<file path="src/rtl/fifo_tx_pkg.sv">
// Shared types and defaults for the FIFO-draining serial transmitter.
package fifo_tx_pkg;

  typedef enum logic [2:0] {
    IDLE   = 3'd0,
    FETCH  = 3'd1,
    LOAD   = 3'd2,
    START  = 3'd3,
    DATA   = 3'd4,
    PARITY = 3'd5,
    STOP   = 3'd6
  } tx_state_t;

  localparam int DEF_CLKS_PER_BIT = 16;
  localparam int DEF_DATA_WIDTH   = 5;
  localparam int DEF_PARITY_EN    = 0;
  localparam int DEF_STOP_BITS    = 1;

  localparam logic IDLE_LEVEL  = 1'b1;
  localparam logic START_LEVEL = 1'b0;

endpackage

</file>
<file path="src/rtl/fifo_serial_tx_bit_timer.sv">
// Free-running bit-period down-counter; start reloads it so a bit begins on a clean boundary.
module bit_timer #(
  parameter int CLKS_PER_BIT = 16
) (
  input  logic clk,
  input  logic rst,
  input  logic start,
  output logic tick,
  output logic near_tick
);

  localparam int CNT_W = (CLKS_PER_BIT > 1) ? $clog2(CLKS_PER_BIT) : 1;
  localparam logic [CNT_W-1:0] TOP = CNT_W'(CLKS_PER_BIT - 1);

  logic [CNT_W-1:0] cnt;

  // Reload on start or when a bit period expires, otherwise count down.
  always_ff @(posedge clk or posedge rst) begin
    if (rst) begin
      cnt <= CNT_W'(0);
    end else if (start || (cnt == CNT_W'(0))) begin
      cnt <= TOP;
    end else begin
      cnt <= cnt - CNT_W'(1);
    end
  end

  // tick marks the last cycle of a bit; near_tick the cycle before it.
  assign tick      = (cnt == CNT_W'(0));
  assign near_tick = (cnt == CNT_W'(1));

endmodule

</file>
<file path="src/rtl/fifo_serial_tx.sv">
// Pops words from a FIFO and sends each as an async serial frame: start, data LSB first,
// optional even parity, then 1 or 2 stop bits.
module fifo_serial_tx
  import fifo_tx_pkg::*;
#(
  parameter int CLKS_PER_BIT = DEF_CLKS_PER_BIT,
  parameter int DATA_WIDTH   = DEF_DATA_WIDTH,
  parameter int PARITY_EN    = DEF_PARITY_EN,
  parameter int STOP_BITS    = DEF_STOP_BITS
) (
  input  logic                  clk,
  input  logic                  rst,
  input  logic                  enable,
  input  logic                  fifo_empty,
  input  logic [DATA_WIDTH-1:0] fifo_data,
  output logic                  fifo_rd_en,
  output logic                  tx,
  output logic                  busy,
  output logic                  frame_done
);

  localparam int IDX_W = (DATA_WIDTH > 1) ? $clog2(DATA_WIDTH) : 1;
  localparam logic [IDX_W-1:0] LAST_IDX = IDX_W'(DATA_WIDTH - 1);

  tx_state_t             state;
  logic [DATA_WIDTH-1:0] shreg;
  logic [IDX_W-1:0]      bit_idx;
  logic                  stop_idx;
  logic                  parity_acc;
  logic                  timer_start;
  logic                  tick;
  logic                  near_tick;
  logic                  fetch_ok;
  logic                  last_stop;

  assign fetch_ok    = enable && !fifo_empty;
  assign last_stop   = (STOP_BITS == 1) || stop_idx;
  // The timer is realigned while loading so the start bit gets a full period.
  assign timer_start = (state == LOAD);

  bit_timer #(
    .CLKS_PER_BIT(CLKS_PER_BIT)
  ) u_bit_timer (
    .clk       (clk),
    .rst       (rst),
    .start     (timer_start),
    .tick      (tick),
    .near_tick (near_tick)
  );

  // Frame sequencer; all outputs are registered so tx cannot glitch.
  always_ff @(posedge clk or posedge rst) begin
    if (rst) begin
      state      <= IDLE;
      shreg      <= '0;
      bit_idx    <= IDX_W'(0);
      stop_idx   <= 1'b0;
      parity_acc <= 1'b0;
      tx         <= IDLE_LEVEL;
      fifo_rd_en <= 1'b0;
      busy       <= 1'b0;
      frame_done <= 1'b0;
    end else begin
      fifo_rd_en <= 1'b0;
      frame_done <= 1'b0;
      case (state)
        IDLE: begin
          if (fetch_ok) begin
            state      <= FETCH;
            fifo_rd_en <= 1'b1;
            busy       <= 1'b1;
          end
        end
        FETCH: begin
          state <= LOAD;
        end
        LOAD: begin
          shreg      <= fifo_data;
          parity_acc <= 1'b0;
          bit_idx    <= IDX_W'(0);
          stop_idx   <= 1'b0;
          tx         <= START_LEVEL;
          state      <= START;
        end
        START: begin
          if (tick) begin
            tx         <= shreg[0];
            parity_acc <= parity_acc ^ shreg[0];
            shreg      <= shreg >> 1;
            state      <= DATA;
          end
        end
        DATA: begin
          if (tick) begin
            if (bit_idx == LAST_IDX) begin
              if (PARITY_EN != 0) begin
                tx    <= parity_acc;
                state <= PARITY;
              end else begin
                tx    <= IDLE_LEVEL;
                state <= STOP;
              end
            end else begin
              bit_idx    <= bit_idx + IDX_W'(1);
              tx         <= shreg[0];
              parity_acc <= parity_acc ^ shreg[0];
              shreg      <= shreg >> 1;
            end
          end
        end
        PARITY: begin
          if (tick) begin
            tx    <= IDLE_LEVEL;
            state <= STOP;
          end
        end
        STOP: begin
          if (near_tick && last_stop) begin
            frame_done <= 1'b1;
          end
          // The FIFO is only looked at here and in IDLE, so an empty FIFO is never popped.
          if (tick) begin
            if (!last_stop) begin
              stop_idx <= 1'b1;
            end else if (fetch_ok) begin
              fifo_rd_en <= 1'b1;
              state      <= FETCH;
            end else begin
              busy  <= 1'b0;
              state <= IDLE;
            end
          end
        end
        default: begin
          tx    <= IDLE_LEVEL;
          busy  <= 1'b0;
          state <= IDLE;
        end
      endcase
    end
  end

endmodule

</file>
<file path="config.mk">
export PLATFORM = sky130hd
export DESIGN_NAME = fifo_serial_tx
export DESIGN_NICKNAME = d
export VERILOG_FILES = /design/src/rtl/fifo_tx_pkg.sv /design/src/rtl/fifo_serial_tx_bit_timer.sv /design/src/rtl/fifo_serial_tx.sv
export SDC_FILE = /design/constraint.sdc
export NUM_CORES = 1
export LEC_CHECK = 0
export BUFFER_PORTS_ARGS = -buffer_cell sky130_fd_sc_hd__buf_4
export CAP_MARGIN = 30
export CELL_PAD_IN_SITES_DETAIL_PLACEMENT = 0
export CELL_PAD_IN_SITES_GLOBAL_PLACEMENT = 1
export CORE_MARGIN = 4
export CORE_UTILIZATION = 45
export DETAILED_ROUTE_END_ITERATION = 6
export HOLD_SLACK_MARGIN = 0.08
export PLACE_DENSITY = 0.79
export SLEW_MARGIN = 10
export SYNTH_ARGS = -nofsm -noshare
export SYNTH_HDL_FRONTEND = slang
export SYNTH_SLANG_ARGS = --single-unit
</file>
<file path="constraint.sdc">
create_clock -name clk -period 2.8 [get_ports clk]
set_input_delay 0.14 -clock clk [delete_from_list [all_inputs] [get_ports clk]]
set_output_delay 0.14 -clock clk [all_outputs]
set_load 0.01 [all_outputs]
</file>
# After elaboration in Yosys (flattened, before gate mapping)
# Cells that the tools add are included.
[classes]
n_addsub = 2
n_mul = 0
div_mod_pow = 0
magnitude_cmp = 0
n_eq_ne = 16
shifts = 0
n_mux = 30
bitwise = 2
n_reduce_logical = 14
[ops]
columns = ["op", "count"]
rows = [
  ["3-bit 2-to-1 mux", 8],
  ["3-bit one-hot mux with 7 select lines", 1],
  ["2-bit inequality test (second input constant)", 8],
  ["5-bit 2-to-1 mux", 3],
  ["5-bit one-hot mux with 3 select lines", 1],
  ["3-bit equality test (second input constant)", 4],
  ["1-bit 2-to-1 mux", 12],
  ["4-bit AND reduction", 3],
  ["3-bit by 2-bit equality test with 1-bit output (second input constant)", 2],
  ["3-bit one-hot mux with 2 select lines", 1],
  ["6-bit AND reduction", 1],
  ["1-bit one-hot mux with 5 select lines", 1],
  ["5-bit OR reduction", 1],
  ["4-bit by 1-bit equality test with 1-bit output (second input constant)", 1],
  ["4-bit zero test", 1],
  ["4-bit 2-to-1 mux", 1],
  ["4-bit by 1-bit subtractor with 4-bit output (second input constant)", 1],
  ["3-bit by 1-bit adder with 3-bit output (second input constant)", 1],
  ["3-bit by 1-bit equality test with 1-bit output (second input constant)", 1],
  ["3-bit zero test", 1],
  ["1-bit one-hot mux with 3 select lines", 1],
  ["3-bit AND reduction", 1],
  ["3-bit nonzero test", 1],
  ["3-bit OR reduction", 1],
  ["6 further kinds", 7],
]
[totals]
ff_bits = 19
latch_bits = 0
ram_bits = 0
rom_bits = 0
input_bits = 9
output_inout_bits = 4
wordCells = 72
n_memories = 0

# Longest topological paths before layout
[logic_depth]
ltp_word = 5
mapped_depth = 7
ltp_nobuf = 6

# Cells and area by module
# From an unflattened synthesis, not the netlist that was laid out.
[hier_totals]
cells_unflattened = 129
area_unflattened_um2 = 1212.4
[by_module_without_submodules]
columns = ["mod", "instances", "cells_each", "area_per_inst_um2", "seq_area_each_um2"]
rows = [
  ["fifo_serial_tx", 1, 104, 969.7, 376.6],
  ["bit_timer", 1, 25, 242.7, 100.1],
]

# Worst setup path after synthesis
# Ideal clock, no wire load.
[synth_timing]
path_kind = "reg2reg"
start = "register u_bit_timer.cnt[0]"
end = "register shreg[0]"
arrival_ns = 1.518
slack_ns = 1.154
path_stages_with_launch = 7
period_less_slack_ns = 1.646
cell_sequence = "dfrtp_1 inv_1 ha_1 nor3b_2 o21ai_0 o21a_1 mux2_1"
[synth_via]
elab_chain_cells = 3
[synth_rtl]
columns = ["element", "line_no", "text"]
rows = [
  ["start: declaration", "fifo_serial_tx_bit_timer.sv:15", "logic [CNT_W-1:0] cnt;"],
  ["start signal: assignment", "fifo_serial_tx_bit_timer.sv:24", "cnt <= cnt - CNT_W'(1);"],
  ["4-bit zero test (*)", "fifo_serial_tx_bit_timer.sv:29", "assign tick = (cnt == CNT_W'(0));"],
  ["2-bit inequality test (no line)", "n/a", ""],
  ["4-bit AND reduction (no line) (*)", "n/a", ""],
  ["end signal: assignment", "fifo_serial_tx.sv:78", "shreg <= fifo_data;"],
  ["end signal: assignment", "fifo_serial_tx.sv:89", "shreg <= shreg >> 1;"],
  ["end signal: assignment", "fifo_serial_tx.sv:107", "shreg <= shreg >> 1;"],
  ["end: declaration", "fifo_serial_tx.sv:26", "logic [DATA_WIDTH-1:0] shreg;"],
]
# Mark *: on every way between the ends. The rest lies on a longest branch, timed or not.
# A chain may end at the register's enable or synchronous reset.

# Worst setup path in the final report
[layout_timing]
start = "register state[2]"
end = "register shreg[2]"
[layout_via]
elab_chain_cells = 3
[layout_rtl]
columns = ["element", "line_no", "text"]
rows = [
  ["start: declaration", "fifo_serial_tx.sv:25", "tx_state_t state;"],
  ["start signal: assignment", "fifo_serial_tx.sv:54", "state <= IDLE;"],
  ["start signal: assignment", "fifo_serial_tx.sv:69", "state <= FETCH;"],
  ["start signal: assignment", "fifo_serial_tx.sv:75", "state <= LOAD;"],
  ["3-bit equality test or 3-bit by 2-bit equality test with 1-bit output (tied branches)", "fifo_serial_tx.sv:66", "case (state)"],
  ["2-bit inequality test (no line) or 3-bit nonzero test (tied branches)", "n/a", ""],
  ["4-bit AND reduction (no line)", "n/a", ""],
]
# Parallel ways exist; a longest one is shown, timed or not.

==> results.md <==
* Outcome: completed
* CP required at 2980 ps
* Startpoint types: flop
* H-tree depth at 1
* FFs w/ async S/R, synth at 1.00
* Core ar. at 2190 sq um
* Top delay family on crit path: flip-flops
* Fmax at 511 MHz
* Worst hold slack at roughly 160 ps
* Hold Buf Count CTS at 2
* Final Max Tran Viols at 0
* First-pass GRT wire length at 3570 um
* Critical R2R Capture: shreg[2]$_DFFE_PP0P_
* Top routing layer used: met4
* YS warnings at 0
* Fillers at 205
* Post-synth top area share at 0.436
* Peak VDD IR at 0.000187 V
* Avg WL per Cell at approximately 13 um
* Synthesized netlist cell count at 105
* Crit-path slowest cell: dfrtp_1
* Mapped Nets at 118
* Leakage at 0.541 nW
* Power, Total at 0.441 mW
* Die W at 55.9 um
* Most frequent cells in the layout: dfrtp_1 (18), nand2_1 (13), buf_4 (13)
* CP bufs+invs at 0
* Number of iterations in the first detailed-routing pass at 4
* Starting density of the core at 0.472
* Routed Antenna Nets at 0
* Detailed placement HPWL at 1450 um
* Routed via count at approximately 800
* Post-Layout Inst Area at 1190 sq um
* CP Cell Sequence: or3b_1, o21ai_2, mux2_1, mux2_1
* CTS Buffer Depth at 2
* Slowest stage delay, CP at ~670 ps
* Metal-1 WL at 924 um
* Ant. Diodes at 0
* Hold EP: shreg[3]$_DFFE_PP0P_
* Max-Cap Viols at 0
* WL met3 at 69 um
* Crit path capture type: flop
* Final Cycle Share at 0.698
* Synth Area per Inst at 9.84 sq um
* Vias in the first global route at slightly above 800
* Full die area at about 3100 sq um
* Num CTS Buffers at 3
* Hold_sp: fifo_data[3]
* Post-synthesis sequential area ratio at 0.461
* Worst-path clk slew at 110 ps
* Placer Congestion at 0.767
* # port buffers at 12
* Top_reg_cell synth: dfrtp_1
* Met2 wire len at 907 um
* NumNets Final at 134
* CP Class: flop to flop
* Cell mode on critical path: mux2_1
* Reg-to-Reg Start: state[2]$_DFFE_PP0P_
* Root Buffer: clkbuf_4
* Setup Fix Bufs, Post-CTS at 0
* Final Hold Vio Count at 0
* Reg2reg path depth at 4
* Post-synthesis cell type count at 33
* DRT iter0 DRCs at 11
* Pwr dens at roughly 370 nW/um^2
* FP Rows at 17
* Post-CTS sizing at 0
* Cell area after technology mapping at 1030 sq um
* CP arrival at roughly 2100 ps
* Overflow after GRT at 0
* Crit-path max FO at 17
* Setup_tns at 0 ps
* Seq cells post-synth at 19
* Worst Hold Depth at 3
* Share of layout cells above drive strength 1 at 0.183
* Worst hold path type: input port to flop
* Synth area leaders: dfrtp_1 (44%), mux2_1 (9.8%), ha_1 (4.8%), nand2_1 (4.7%), dfstp_2 (2.5%)
* Flop-to-flop setup slack at 840 ps
* Worst Skew at around 2.6 ps
* Tmin final at slightly below 2000 ps
* Worst-skew pair later-pin latency at around 290 ps
* RSZ-0062 raised after global routing: false
* Worst-Margin Slew at 721 ps
* Commonest non-fill, non-tap cell in the layout: dfrtp_1
* Drt total wl at between 1500 and 2000 um
* Final setup vio count at 0
* Post-synth EDFFs at 0
* Chip Height at 55.9 um
* Residual DRC at 0
* Overall Global Routing Usage at 0.144
* Area after DPL at 1150 sq um
* Initial antenna violation count at 0
* Layout area overhead at 15.6%
* Via-to-Cell Ratio at 5.34
* IO Pins at 13
* Clk sinks at 19
* Max_slew headroom at 0.519
* TritonCTS clock tree: done
* Largest net degree at the start of global routing at 20
* Cell taking the most area after synthesis: dfrtp_1
==> worst register-to-register path: cells and delay by family, from the launching register on <==
kind	cells	cell delay [ps]
AO/OA/AOI/OAI	1	120
flip-flops	1	670
multiplexers	2	640
AND/OR/NAND/NOR	1	420
==> stage by stage <==
stage | setup slack, ps | cells | util
3_3_place_gp | 927 | 142 | 0.524
2_1_floorplan | 1150 | 105 | -
3_5_place_dp | 874 | 142 | 0.524
6_report | 844 | 148 | 0.545
4_1_cts | 849 | 148 | 0.545
5_1_grt | 750 | 148 | 0.545
==> report_power, final <==
group | switching (mW) | total, mW | internal, mW
registers | 0.00196 | 0.280 | 0.278
logic | 0.0106 | 0.0240 | 0.0134
clock network | 0.0822 | 0.138 | 0.0554
total | 0.0947 | 0.441 | 0.347
==> area by class of cell <==
class,count,area (sq um),area share
multi-input cells,74,509,0.426
well taps,28,35.0,0.0293
repair buffers,15,118,0.0984
clock buffers,4,26.3,0.0220
inverters,8,30.0,0.0251
flip-flops and latches,19,477,0.399
==> registers in the layout, summed over array words and instances (netlist names) <==
signal / cells
bit_idx: 3
busy: 1
fifo_rd_en: 1
frame_done: 1
shreg: 5
state: 3
tx: 1
u_bit_timer.cnt: 4
==> worst max path at each step <==
stage / startpoint / endpoint / slack, ps / cells past startpoint
after floorplan: u_bit_timer.cnt[0]$_DFF_PP0_ / shreg[0]$_DFFE_PP0P_ / 1150 / 6
after global placement: state[2]$_DFFE_PP0P_ / shreg[0]$_DFFE_PP0P_ / 930 / 4
after detailed placement: state[2]$_DFFE_PP0P_ / shreg[2]$_DFFE_PP0P_ / 870 / 4
after CTS: state[2]$_DFFE_PP0P_ / shreg[2]$_DFFE_PP0P_ / 850 / 4
after global routing: state[2]$_DFFE_PP0P_ / shreg[2]$_DFFE_PP0P_ / 750 / 4
final: state[2]$_DFFE_PP0P_ / shreg[2]$_DFFE_PP0P_ / 840 / 4
==> cell usage after synthesis, drive strengths merged, types with 2 or more instances <==
cell / n
o21ai: 10
o22ai: 2
ha: 4
nand3: 3
nor3: 3
a21oi: 5
nor2: 5
dfrtp: 18
o211ai: 2
clkbuf: 2
inv: 7
or3b: 2
xnor2: 2
mux2: 9
nor2b: 3
nand2: 13
buf: 2
==> layer usage <==
| metal | track usage | vias up |
|---|---|---|
| met3 | 0.0278 | 2 |
| met5 | 0 | - |
| met2 | 0.223 | 12 |
| met1 | 0.192 | 374 |
| li1 | - | 402 |
| met4 | 0.0712 | 0 |
==> logic make-up after synthesis <==
logic type,count (synthesis),synth area share
AOI/OAI and AO/OA,26,0.161
DFF,19,0.461
muxes,9,0.0981
buffers and inverters,12,0.0460
xor gates and xnor gates,2,0.0170
and+or+nand+nor,33,0.168
adders and majority gates,4,0.0484
(Power assumes the default switching activity.)
